==> config.mk <==
export PLATFORM = sky130hd
export DESIGN_NAME = ibuffer_warp_replay_q
export DESIGN_NICKNAME = d
export VERILOG_FILES = /design/src/rtl/ibuffer_warp_replay_q.sv
export SDC_FILE = /design/constraint.sdc
export NUM_CORES = 1
export LEC_CHECK = 0
export CORE_MARGIN = 1
export CORE_UTILIZATION = 30
export CTS_CLUSTER_SIZE = 16
export DETAILED_ROUTE_END_ITERATION = 10
export HOLD_SLACK_MARGIN = 0.12
export SETUP_SLACK_MARGIN = 0.02
export SLEW_MARGIN = 20
export SYNTH_ARGS = -nofsm -noshare
export SYNTH_HDL_FRONTEND = slang
export SYNTH_SLANG_ARGS = --single-unit
==> constraint.sdc <==
create_clock -name clk -period 10.53 [get_ports clk]
set_clock_uncertainty 0.15 [all_clocks]
set_input_delay 1.5795 -clock clk [delete_from_list [all_inputs] [get_ports clk]]
set_output_delay 1.5795 -clock clk [all_outputs]
set_load 0.02 [all_outputs]
==> src/rtl/ibuffer_warp_replay_q.sv <==
// Per-warp instruction buffer: DEPTH-entry circular queue with in-order issue and LW/SW replay tracking.
// Optional IBUF_FLUSH_EN adds a flush input that discards every entry not yet issued.
module ibuffer_warp_replay_q #(
    parameter int unsigned NUM_THREADS = 8,
    parameter int unsigned DEPTH       = 4,
    parameter int unsigned PAYLOAD_W   = 96,
    parameter int unsigned SCBID_W     = 2
) (
    input  logic                   clk,
    input  logic                   rst,
`ifdef IBUF_FLUSH_EN
    input  logic                   flush,
`endif
    input  logic [1:0]             if_inflight,
    output logic                   req_if,
    input  logic                   enq_valid,
    input  logic                   enq_drop,
    input  logic [PAYLOAD_W-1:0]   enq_payload,
    input  logic [NUM_THREADS-1:0] enq_am,
    input  logic                   enq_mem,
    input  logic                   enq_exit,
    input  logic                   enq_dst_valid,
    output logic                   iss_req,
    input  logic                   iss_grt,
    output logic                   iss_is_replay,
    output logic [PAYLOAD_W-1:0]   iss_payload,
    output logic [NUM_THREADS-1:0] iss_am,
    output logic [SCBID_W-1:0]     iss_scbid,
    input  logic                   oc_full,
    input  logic                   alloc_stall,
    input  logic                   scb_full,
    input  logic                   scb_dependent,
    input  logic                   scb_empty,
    input  logic [SCBID_W-1:0]     scb_id_in,
    output logic                   scb_alloc,
    output logic                   scb_replayable,
    output logic                   scb_dst_valid,
    output logic                   rpl_done,
    output logic [SCBID_W-1:0]     rpl_done_scbid,
    input  logic                   posfb_valid,
    input  logic [NUM_THREADS-1:0] posfb_mask,
    input  logic                   zerofb_valid,
    output logic                   exit_req,
    input  logic                   exit_grt,
    output logic                   ovf_err
);

    localparam int unsigned AW = $clog2(DEPTH);
    localparam int unsigned PW = AW + 1;
    localparam int unsigned CW = PW + 2;

    logic [PW-1:0]          wp_q, rp_q, irp_q;
    logic [PW-1:0]          wp_d, rp_d, irp_d;
    logic [PW-1:0]          rp_next, occ, flush_span;
    logic [AW-1:0]          wi, ri, ii, si;
    logic [DEPTH-1:0]       valid_q, valid_d, replay_q, replay_d;
    logic [DEPTH-1:0]       exit_q, mem_q, dst_q, flush_clr;
    logic [PAYLOAD_W-1:0]   payload_q [DEPTH];
    logic [NUM_THREADS-1:0] pam_q     [DEPTH];
    logic [SCBID_W-1:0]     scbid_q   [DEPTH];
    logic [NUM_THREADS-1:0] pam_next;
    logic [CW-1:0]          fetch_sum;
    logic                   ovf_q, ovf_d;
    logic                   full, enq_try, enq, do_flush;
    logic                   has_rp, rp_valid, issued_pending, fb_live, fb_apply;
    logic                   retire, rpl_set, norm_ok, sel_replay, req_raw;
    logic                   exit_take, grant, norm_grant, rpl_grant;

`ifdef IBUF_FLUSH_EN
    assign do_flush = flush;
`else
    assign do_flush = 1'b0;
`endif

    assign wi  = wp_q[AW-1:0];
    assign ri  = rp_q[AW-1:0];
    assign ii  = irp_q[AW-1:0];
    assign occ = wp_q - irp_q;

    assign full    = (occ == PW'(DEPTH));
    assign enq_try = enq_valid & ~enq_drop;
    assign enq     = enq_try & ~full & ~do_flush;

    assign fetch_sum = CW'(occ) + CW'(if_inflight) + CW'(enq_valid);
    assign req_if    = (fetch_sum < CW'(DEPTH));

    // RP == WP means nothing is left to issue, even though entry[RP] may alias a pending IRP entry.
    assign has_rp   = (rp_q != wp_q);
    assign rp_valid = has_rp & valid_q[ri];

    // MEM feedback only belongs to an entry at IRP that has already been issued.
    assign issued_pending = (rp_q != irp_q);
    assign fb_live        = issued_pending & valid_q[ii];
    assign fb_apply       = posfb_valid & fb_live;
    assign pam_next       = fb_apply ? (pam_q[ii] & ~posfb_mask) : pam_q[ii];
    assign retire         = fb_live & (pam_next == '0);
    assign rpl_set        = fb_live & (zerofb_valid | (posfb_valid & (pam_next != '0)));

    assign norm_ok = rp_valid & ~exit_q[ri] & ~scb_full & ~scb_dependent & ~oc_full & ~alloc_stall;

    // Replay from IRP has priority; a younger mem op may not pass a pending replay.
    always_comb begin
        sel_replay = 1'b0;
        req_raw    = 1'b0;
        if (!fb_live) begin
            req_raw = norm_ok;
        end else if (replay_q[ii] | zerofb_valid | (posfb_valid & (pam_next != '0))) begin
            sel_replay = 1'b1;
            req_raw    = ~oc_full;
        end else if (rp_valid & ~replay_q[ri]) begin
            req_raw = norm_ok;
        end
    end

    assign exit_req   = rp_valid & exit_q[ri] & scb_empty;
    assign exit_take  = exit_req & exit_grt;
    assign iss_req    = req_raw & ~exit_take;
    assign grant      = iss_req & iss_grt;
    assign norm_grant = grant & ~sel_replay;
    assign rpl_grant  = grant & sel_replay;
    assign rp_next    = rp_q + PW'(norm_grant | exit_take);

    assign si             = sel_replay ? ii : ri;
    assign iss_is_replay  = sel_replay;
    assign iss_payload    = payload_q[si];
    assign iss_am         = pam_q[si];
    assign iss_scbid      = scbid_q[si];
    assign scb_alloc      = norm_grant;
    assign scb_replayable = mem_q[ri];
    assign scb_dst_valid  = dst_q[ri];
    assign rpl_done       = retire;
    assign rpl_done_scbid = scbid_q[ii];
    assign ovf_err        = ovf_q;

    // Entries in [RP_next, WP) are the unissued ones a flush discards.
    assign flush_span = wp_q - rp_next;
    always_comb begin
        flush_clr = '0;
        for (int unsigned i = 0; i < DEPTH; i++) begin
            flush_clr[i] = (PW'(AW'(AW'(i) - rp_next[AW-1:0])) < flush_span);
        end
    end

    // Next-state for pointers, valid/replay bits and the overflow flag.
    always_comb begin
        valid_d  = valid_q;
        replay_d = replay_q;
        if (enq) begin
            valid_d[wi]  = 1'b1;
            replay_d[wi] = enq_mem;
        end
        if (norm_grant) begin
            replay_d[ri] = 1'b0;
            if (!mem_q[ri]) begin
                valid_d[ri] = 1'b0;
            end
        end
        if (exit_take) begin
            valid_d[ri] = 1'b0;
        end
        if (rpl_grant) begin
            replay_d[ii] = 1'b0;
        end
        if (rpl_set) begin
            replay_d[ii] = 1'b1;
        end
        if (retire) begin
            valid_d[ii]  = 1'b0;
            replay_d[ii] = 1'b0;
        end
        if (do_flush) begin
            valid_d = valid_d & ~flush_clr;
        end
        wp_d  = do_flush ? rp_next : (wp_q + PW'(enq));
        rp_d  = rp_next;
        irp_d = valid_d[ii] ? irp_q : rp_next;
        ovf_d = ovf_q | (enq_try & full & ~do_flush);
    end

    always_ff @(posedge clk) begin
        if (rst) begin
            wp_q     <= '0;
            rp_q     <= '0;
            irp_q    <= '0;
            valid_q  <= '0;
            replay_q <= '0;
            ovf_q    <= 1'b0;
        end else begin
            wp_q     <= wp_d;
            rp_q     <= rp_d;
            irp_q    <= irp_d;
            valid_q  <= valid_d;
            replay_q <= replay_d;
            ovf_q    <= ovf_d;
        end
    end

    // Entry payload storage; meaningful only while the matching valid bit is set.
    always_ff @(posedge clk) begin
        if (enq) begin
            payload_q[wi] <= enq_payload;
            pam_q[wi]     <= enq_am;
            exit_q[wi]    <= enq_exit;
            mem_q[wi]     <= enq_mem;
            dst_q[wi]     <= enq_dst_valid;
        end
        if (fb_apply) begin
            pam_q[ii] <= pam_next;
        end
        if (norm_grant) begin
            scbid_q[ri] <= scb_id_in;
        end
    end

endmodule
==> out/metrics.cfg, run 1 <==
[run_status]
status = complete, no violations

[routing]
drt_iter0_drc = 785
met3WireLength_um = 3070
ant_nets = 0
wl_per_cell_um = 18.8
dr.max_layer_used = met5
drt_pre_antenna_iters = 5
route.met2.wl_um = 21100
wl_um = 44100
via_per_inst = 4.79
route.detailed.drc = 0
drt-met1-wl_um = 19200
num_vias = 11200

[critical_path]
cpPeakStageDelay_ns = 0.93
r2r_cells = 8
worstSetupPathType = input port to output pin
crit_cells = 11
r2r_start = irp_q[0]
r2r_slack_ns = 5.64
worst-path-max-fanout = 42
crit_arrival_ns = 6.47
worstSetupStartpointType = input port
crit_path_top_delay_cell = mux2i_4
cp.required_ns = 8.80
path_buf_inv = 3
path_cells = clkdlybuf4s50_1 > and2_1 > o311ai_0 > a22oi_1 > a41oi_2 > o21ai_2 > mux2i_4 > buf_4 > a21oi_1 > a22oi_1 > clkdlybuf4s50_1
cp_top_family = buffers and inverters
end_kind = output pin
reg2reg_to = pam_q[2][4]

[worst_hold_path]
worstHoldStart = ovf_err
hold_path_end = ovf_err
hp-class = flip-flop to flip-flop
min_delay_path_depth = 2

[logic_synthesis]
synth_cell_types = 57
synth_nets = 1356
async_flop_share = 0
synth-main-ff-cell = edfxtp_1
synth_warnings = 0
syn_area_um2 = 18800
synth_edf_count = 436
yosysSeqAreaShare = 0.717
syn_inst = 1216
syn_avg_cell_area_um2 = 15.5
synth_seq_cells = 456

[floorplanning]
ioPinCount = 249
die-height_um = 252
die_x_um = 252
core_um2 = 61800
rows = 91
start_util = 0.304
fp.dieArea_um2 = 63700

[timing]
hold_violations = 0
maxSlewViolCount = 0
tightest_slew_ns = 1.05
max_freq_mhz = 122
fin_crit_sh = 0.779
period_needed_ns = 8.20
worst_hold_slack_ns = 0.331
maxSlewHeadroom = 0.285
grt_setup_unrepaired = false
setup_viol = 0
fin_tns_setup_ns = 0

[global_route]
antenna_found_initial = 3
grt-ovfl-total = 0
grt_util_all_layers = 0.135
grt_max_degree = 130
grt_pass1_vias = 11100
grt_pass1_wl_um = 66000

[clocking]
clock_path_buffers = 3
cts_buffers = 50
ctsHoldBuffers = 0
cts.sinks = 456
clock_latency_ns = 0.57
cts_max_level = 2
postCtsSetupRepairBufs = 0
cts-root-buf = clkbuf_16
cts_tree = done
cts_resized = 0
clkTransAtPathRegs_ns = 0.06

[finish]
final-seq-area_um2 = 13500
area_growth_syn_to_layout_pct = 27.1
fill_cells = 5788
nets = 1602
layout-drive-gt1-share = 0.0866
multi_input_area_um2 = 4970
final_common_cell = edfxtp_1
final_cell_mix = edfxtp_1, clkdlybuf4s50_1, a21oi_1

[placed_design]
place_congestion = 0.864
dp_hpwl_um = 26900
io_buffers = 248

[power_and_ir_drop]
leakage_nw = 8.53
power.density_nw_per_um2 = 173
finalPower_mw = 4.13
peakVddDrop_v = 0.0000885

[run]
cap_violations = 0

==> kinds of logic after synthesis <==
kind of cell	count (synthesis)	share of synthesized area
AND/OR/NAND/NOR	223	0.0634
flip-flops	456	0.717
multiplexers	131	0.0813
XOR/XNOR	9	0.00532
AO/OA/AOI/OAI	305	0.105
adder cells (fa/ha/maj)	8	0.00572
buffers and inverters	84	0.0217
==> state kept, by name, summed over array words and instances (netlist names), named ones only <==
name / cells
valid_q: 4
payload_q: 384
rp_q: 3
scbid_q: 8
exit_q: 4
replay_q: 4
pam_q: 32
wp_q: 3
mem_q: 4
irp_q: 3
ovf_err: 1
dst_q: 4
==> worst min-delay path: stages, from the launching register on <==
cell,delay [ns]
dfxtp_1,0.33
nor2_1,0.05
nor2_1,0.07
==> cells in the mapped netlist, types with 5 or more instances <==
| library cell | n | area, µm² |
|---|---|---|
| and2_1 | 9 | 56.3 |
| ha_1 | 7 | 87.6 |
| a21oi_1 | 112 | 561 |
| inv_1 | 12 | 45.0 |
| xor2_1 | 5 | 43.8 |
| mux2i_1 | 112 | 1120 |
| edfxtp_1 | 436 | 13100 |
| nand2b_1 | 110 | 688 |
| nor2b_1 | 5 | 31.3 |
| dfxtp_1 | 20 | 400 |
| nor3_1 | 5 | 25.0 |
| mux4_2 | 17 | 383 |
| o311ai_0 | 8 | 70.1 |
| o21ai_0 | 42 | 210 |
| a22oi_1 | 109 | 818 |
| a211oi_1 | 8 | 60.1 |
| o32ai_1 | 5 | 43.8 |
| nor2_1 | 25 | 93.8 |
| clkbuf_4 | 7 | 52.6 |
| clkbuf_1 | 33 | 124 |
| nand2_1 | 55 | 206 |
| buf_2 | 26 | 130 |
==> how the worst max path moves through the flow <==
stage | start | to
2_1_floorplan | enq_drop | irp_q[2]
3_3_place_gp | posfb_valid | iss_am[7]
3_5_place_dp | posfb_valid | iss_am[7]
4_1_cts | posfb_valid | iss_am[7]
5_1_grt | posfb_valid | iss_scbid[0]
6_report | posfb_valid | iss_am[7]
==> layout make-up <==
type / count / share of cell area
Antenna cell: 2 / 0.000209
Inverter: 12 / 0.00188
Timing Repair Buffer: 266 / 0.111
Multi-Input combinational cell: 676 / 0.208
Tap cell: 837 / 0.0438
Clock inverter: 33 / 0.0167
Sequential cell: 456 / 0.565
Clock buffer: 59 / 0.0538
==> through the flow <==
stage	utilization	instance area (µm²)	std cells	setup slack (ns)
final	0.387	23900	2341	2.33
after global placement	0.359	22200	2247	2.44
after global routing	0.386	23900	2340	2.01
after floorplan	-	18800	1216	0.473
after detailed placement	0.359	22200	2247	2.35
after CTS	0.386	23900	2339	2.34
==> power by group <==
part,internal (mW),switching [mW]
logic,0.130,0.156
clock network,1.07,0.714
registers,2.04,0.0163
total,3.24,0.887
==> routing by layer <==
layer  global-route usage  vias to the layer above
met5                    0                        -
met4               0.0339                        2
met3               0.0374                       55
met2                0.221                      324
met1                0.176                     5577
li1                     -                     5248
Power figures use the tool's default switching activity.
==> run 2, diff against run 1 <==
==> constraint.sdc (replaced) <==
create_clock -name clk -period 8.38 [get_ports clk]
set_clock_uncertainty 0.15 [all_clocks]
set_input_delay 1.257 -clock clk [delete_from_list [all_inputs] [get_ports clk]]
set_output_delay 1.257 -clock clk [all_outputs]
set_load 0.02 [all_outputs]
==> out/metrics.cfg, run 2 (synthesis results as in run 1) <==
[global_route]
grt_pass1_vias = 11000
grt_pass1_wl_um = 65600
antenna_found_initial = 4
grt_max_degree = 102
grt_util_all_layers = 0.135
grt-ovfl-total = 0

[worst_hold_path]
hp-class = flip-flop to flip-flop

[timing]
hold_violations = 0
grt_setup_unrepaired = false
maxSlewViolCount = 0
fin_ws_ns = 1.34
fin_crit_sh = 0.840
tightest_slew_ns = 1.07
max_freq_mhz = 142
maxSlewHeadroom = 0.282
setup_viol = 0
fin_tns_setup_ns = 0
period_needed_ns = 7.04

[critical_path]
path_cells = clkdlybuf4s50_1 > and2_1 > o311ai_0 > a22oi_1 > a41oi_2 > o21ai_2 > mux2i_4 > buf_12 > a21oi_1 > a22oi_1 > clkdlybuf4s50_1
crit_arrival_ns = 5.63
worstSetupPathType = input port to output pin
cp.required_ns = 6.97
worstSetupStartpointType = input port
end_kind = output pin
cpPeakStageDelay_ns = 0.88
worst-path-max-fanout = 91
crit_path_top_delay_cell = mux2i_4

[floorplanning]
ioPinCount = 249
core_um2 = 61800
die_x_um = 252
rows = 91
die-height_um = 252
start_util = 0.304
fp.dieArea_um2 = 63700

[routing]
wl_um = 44000
drt_iter0_drc = 700
wl_per_cell_um = 18.8
drt_pre_antenna_iters = 5
via_per_inst = 4.77
num_vias = 11200
route.detailed.drc = 0
ant_nets = 0

[clocking]
cts_buffers = 51
cts-root-buf = clkbuf_16
cts.sinks = 456
cts_resized = 0
clkTransAtPathRegs_ns = 0.06
cts_max_level = 2
clock_latency_ns = 0.57
postCtsSetupRepairBufs = 0
ctsHoldBuffers = 0
cts_tree = done
clock_path_buffers = 3

[power_and_ir_drop]
power.density_nw_per_um2 = 214
peakVddDrop_v = 0.000121
leakage_nw = 8.56

[placed_design]
place_ws_ns = 1.30
io_buffers = 248
place_congestion = 0.825
dp_hpwl_um = 27200

[finish]
layout-drive-gt1-share = 0.0856
regMostFlops = payload_q
final_common_cell = edfxtp_1
final-seq-area_um2 = 13500
largest_register_ffs = 384
fill_cells = 5723
multi_input_area_um2 = 4970
final_cell_mix = edfxtp_1, clkdlybuf4s50_1, a21oi_1
nets = 1609
largestRegisters = payload_q: 384 flops, pam_q: 32 flops, scbid_q: 8 flops
area_growth_syn_to_layout_pct = 27.3
postLayoutCoreUtil = 0.387

[run_status]
status = complete, no violations

[run]
cap_violations = 0

==> run 2: cell count changes in the layout (fill, tap and decap cells not counted), moves of 2 or more <==
| cell | previous run | this run |
|---|---|---|
| buf_12 | 3 | 8 |
| bufinv_16 | 8 | 6 |
| clkbuf_1 | 9 | 12 |
| clkinv_1 | 6 | 9 |
| clkinv_2 | 8 | 6 |
| clkinvlp_4 | 6 | 3 |
==> run 2: worst paths after layout <==
path | slack, ns | endpoint | start | cells past startpoint
max | 1.34 | iss_payload[75] | posfb_valid | 11
min | 0.33 | ovf_err | ovf_err | 2
max reg2reg | 3.69 | irp_q[1] | irp_q[0] | 11
min reg2reg | 0.33 | ovf_err | ovf_err | 2
==> run 2: layout make-up <==
cell class / instances / area share
diodes: 1 / 0.000105
clock buffers: 63 / 0.0552
clock inverters: 28 / 0.0126
inverters: 12 / 0.00188
multi-input cells: 676 / 0.208
flip-flops and latches: 456 / 0.564
well taps: 837 / 0.0437
repair buffers: 272 / 0.115
==> run 2: report_power, final <==
group          leakage (nW)  switching (mW)  internal (mW)
combinational          3.66           0.194          0.164
sequential             4.12          0.0208           2.56
clock                 0.783           0.875           1.30
total                  8.56            1.09           4.02
==> run 2: metal layers <==
metal | vias up | part of all wire | track usage
met4 | 6 | 0.026 | 0.0417
li1 | 5250 | - | -
met1 | 5499 | 0.44 | 0.180
met3 | 81 | 0.069 | 0.0363
met5 | - | 0.00091 | 0
met2 | 354 | 0.47 | 0.213
==> run 2: worst max-delay path, delay by kind of cell <==
family / cells / cell delay (ns)
buf+inv: 3 / 1.71
compound gates: 6 / 1.49
mux: 1 / 0.88
simple gates: 1 / 0.17
==> run 2: per-stage QoR <==
| stage | hold slack (ns) | area (µm²) | std cells | total power, mW |
|---|---|---|---|---|
| final | 0.335 | 23900 | 2345 | 5.11 |
| after global routing | 0.407 | 23900 | 2345 | 5.30 |
| after CTS | 0.338 | 23900 | 2344 | 5.19 |
| after detailed placement | 0.320 | 22300 | 2253 | 2.99 |
| after global placement | 0.318 | 22300 | 2252 | 2.98 |
| after floorplan | 0.375 | 18800 | 1216 | 2.79 |
==> run 3, diff against run 2 <==
==> constraint.sdc (replaced) <==
create_clock -name clk -period 6.6 [get_ports clk]
set_clock_uncertainty 0.15 [all_clocks]
set_input_delay 0.99 -clock clk [delete_from_list [all_inputs] [get_ports clk]]
set_output_delay 0.99 -clock clk [all_outputs]
set_load 0.02 [all_outputs]
==> out/metrics.cfg, run 3 (synthesis results as in run 1) <==
[routing]
drt-met1-wl_um = 18500
wl_per_cell_um = 18.6
route.met2.wl_um = 20500
num_vias = 11200
ant_nets = 0
dr.max_layer_used = met5
route.detailed.drc = 0
drt_iter0_drc = 780
met3WireLength_um = 3590
wl_um = 43400
drt_pre_antenna_iters = 5
via_per_inst = 4.77

[timing]
fin_crit_sh = 0.932
maxSlewHeadroom = 0.368
fin_ws_ns = 0.446
max_freq_mhz = 163
worst_hold_slack_ns = 0.341
grt_setup_unrepaired = false
period_needed_ns = 6.15
hold_violations = 0
tightest_slew_ns = 0.941
fin_tns_setup_ns = 0
setup_viol = 0
maxSlewViolCount = 0

[clocking]
cts_buffers = 50
cts-root-buf = clkbuf_16
clock_path_buffers = 3
cts.sinks = 456
clock_latency_ns = 0.57
clkTransAtPathRegs_ns = 0.06
cts_tree = done
cts_max_level = 2

[power_and_ir_drop]
finalPower_mw = 6.31
leakage_nw = 8.52
peakVddDrop_v = 0.000181
p_int_mw = 4.95
swShare = 0.216
seq_power_share = 0.519
clkPwrFrac = 0.409
power.density_nw_per_um2 = 265
comb_power_share = 0.072
switchingPower_mw = 1.36

[placed_design]
place_inst = 2245
io_buffers = 248
dp_hpwl_um = 26100
place_congestion = 0.856
dpl_cell_area_um2 = 22300
place_ws_ns = 0.454

[finish]
fill_cells = 5789
postLayoutCoreUtil = 0.385
final_area_um2 = 23800
final_common_cell = edfxtp_1
final_cell_mix = edfxtp_1, clkdlybuf4s50_1, a21oi_1
nets = 1600
layout-drive-gt1-share = 0.0834
final-seq-area_um2 = 13500
largest_register_ffs = 384
area_growth_syn_to_layout_pct = 26.7
regMostFlops = payload_q
largestRegisters = payload_q: 384 flops, pam_q: 32 flops, scbid_q: 8 flops
multi_input_area_um2 = 4970
instances_no_fill = 2338

[critical_path]
crit_path_top_delay_cell = clkdlybuf4s50_1
cp_top_family = buffers and inverters
crit_arrival_ns = 5.01
worst-path-max-fanout = 73
path_cells = clkdlybuf4s50_1 > and2_1 > o311ai_0 > a22oi_1 > a41oi_2 > o21ai_2 > mux2i_4 > buf_12 > a21oi_1 > a22oi_1 > clkdlybuf4s50_1
cpPeakStageDelay_ns = 0.69
path_buf_inv = 3
worstSetupStartpointType = input port
worstSetupPathType = input port to output pin
end_kind = output pin
cp.required_ns = 5.46

[floorplanning]
die_x_um = 252
fp.dieArea_um2 = 63700
die-height_um = 252
ioPinCount = 249
core_um2 = 61800
rows = 91
start_util = 0.304

[run_status]
status = complete, no violations

[global_route]
grt-ovfl-total = 0
grt_util_all_layers = 0.133
grt_max_degree = 121
grt_pass1_vias = 11300
antenna_found_initial = 4
grt_pass1_wl_um = 65000

[run]
cap_violations = 0

[worst_hold_path]
hp-class = flip-flop to flip-flop

run 3: cell count changes in the layout (fill, tap and decap cells not counted), sizes merged:
| cell | before | now |
|---|---|---|
| bufinv | 6 | 2 |
| clkbuf | 63 | 59 |
| clkinv | 16 | 29 |
| clkinvlp | 3 | 0 |
| diode | 1 | 3 |
| buf | 24 | 16 |
| inv | 15 | 12 |
run 3: timing repair:
| action | CTS | global route |
|---|---|---|
| hold endpoints to repair | 0 | 0 |
| setup buffers | 0 | 0 |
| resized for setup | 0 | 1 |
| hold buffers | 0 | 0 |
| setup endpoints to repair | 0 | 1 |
run 3: layout make-up:
class	instances	area share
Sequential cell	456	0.566
Multi-Input combinational cell	676	0.208
Timing Repair Buffer	264	0.115
Clock buffer	59	0.0548
Tap cell	837	0.0439
Clock inverter	31	0.00940
Inverter	12	0.00189
Antenna cell	3	0.000315
run 3: path summary, 6_finish.rpt:
path | from | end | slack (ns) | cells past startpoint
worst min-delay path | ovf_err | ovf_err | 0.34 | 2
worst min register to register | ovf_err | ovf_err | 0.34 | 2
worst max-delay path | posfb_valid | iss_payload[44] | 0.45 | 11
worst max register to register | flip-flop | irp_q[2] | 2.50 | 10
run 3: power by group through the flow:
stage	clock [mW]	sequential (mW)	combinational, mW
2_1_floorplan	0	3.33	0.207
3_3_place_gp	0	3.33	0.453
3_5_place_dp	0	3.34	0.458
4_1_cts	2.66	3.28	0.461
5_1_grt	2.77	3.28	0.488
6_report	2.58	3.28	0.454
run 3: metal layers:
metal  global-route usage  vias to the layer above
met1                0.167                     5489
met4               0.0350                        6
met5                    0                        -
li1                     -                     5241
met3               0.0452                       77
met2                0.216                      345
run 3: worst register-to-register path, stage by stage, from the launching register on:
cell     delay [ns]
dfxtp_1        0.78
mux4_2         0.67
a22oi_1        0.33
nand4_2        0.36
a21oi_1        0.66
or2_2          0.25
ha_1           0.14
ha_1           0.15
xnor2_1        0.11
nor2_1         0.07
mux2_1         0.32
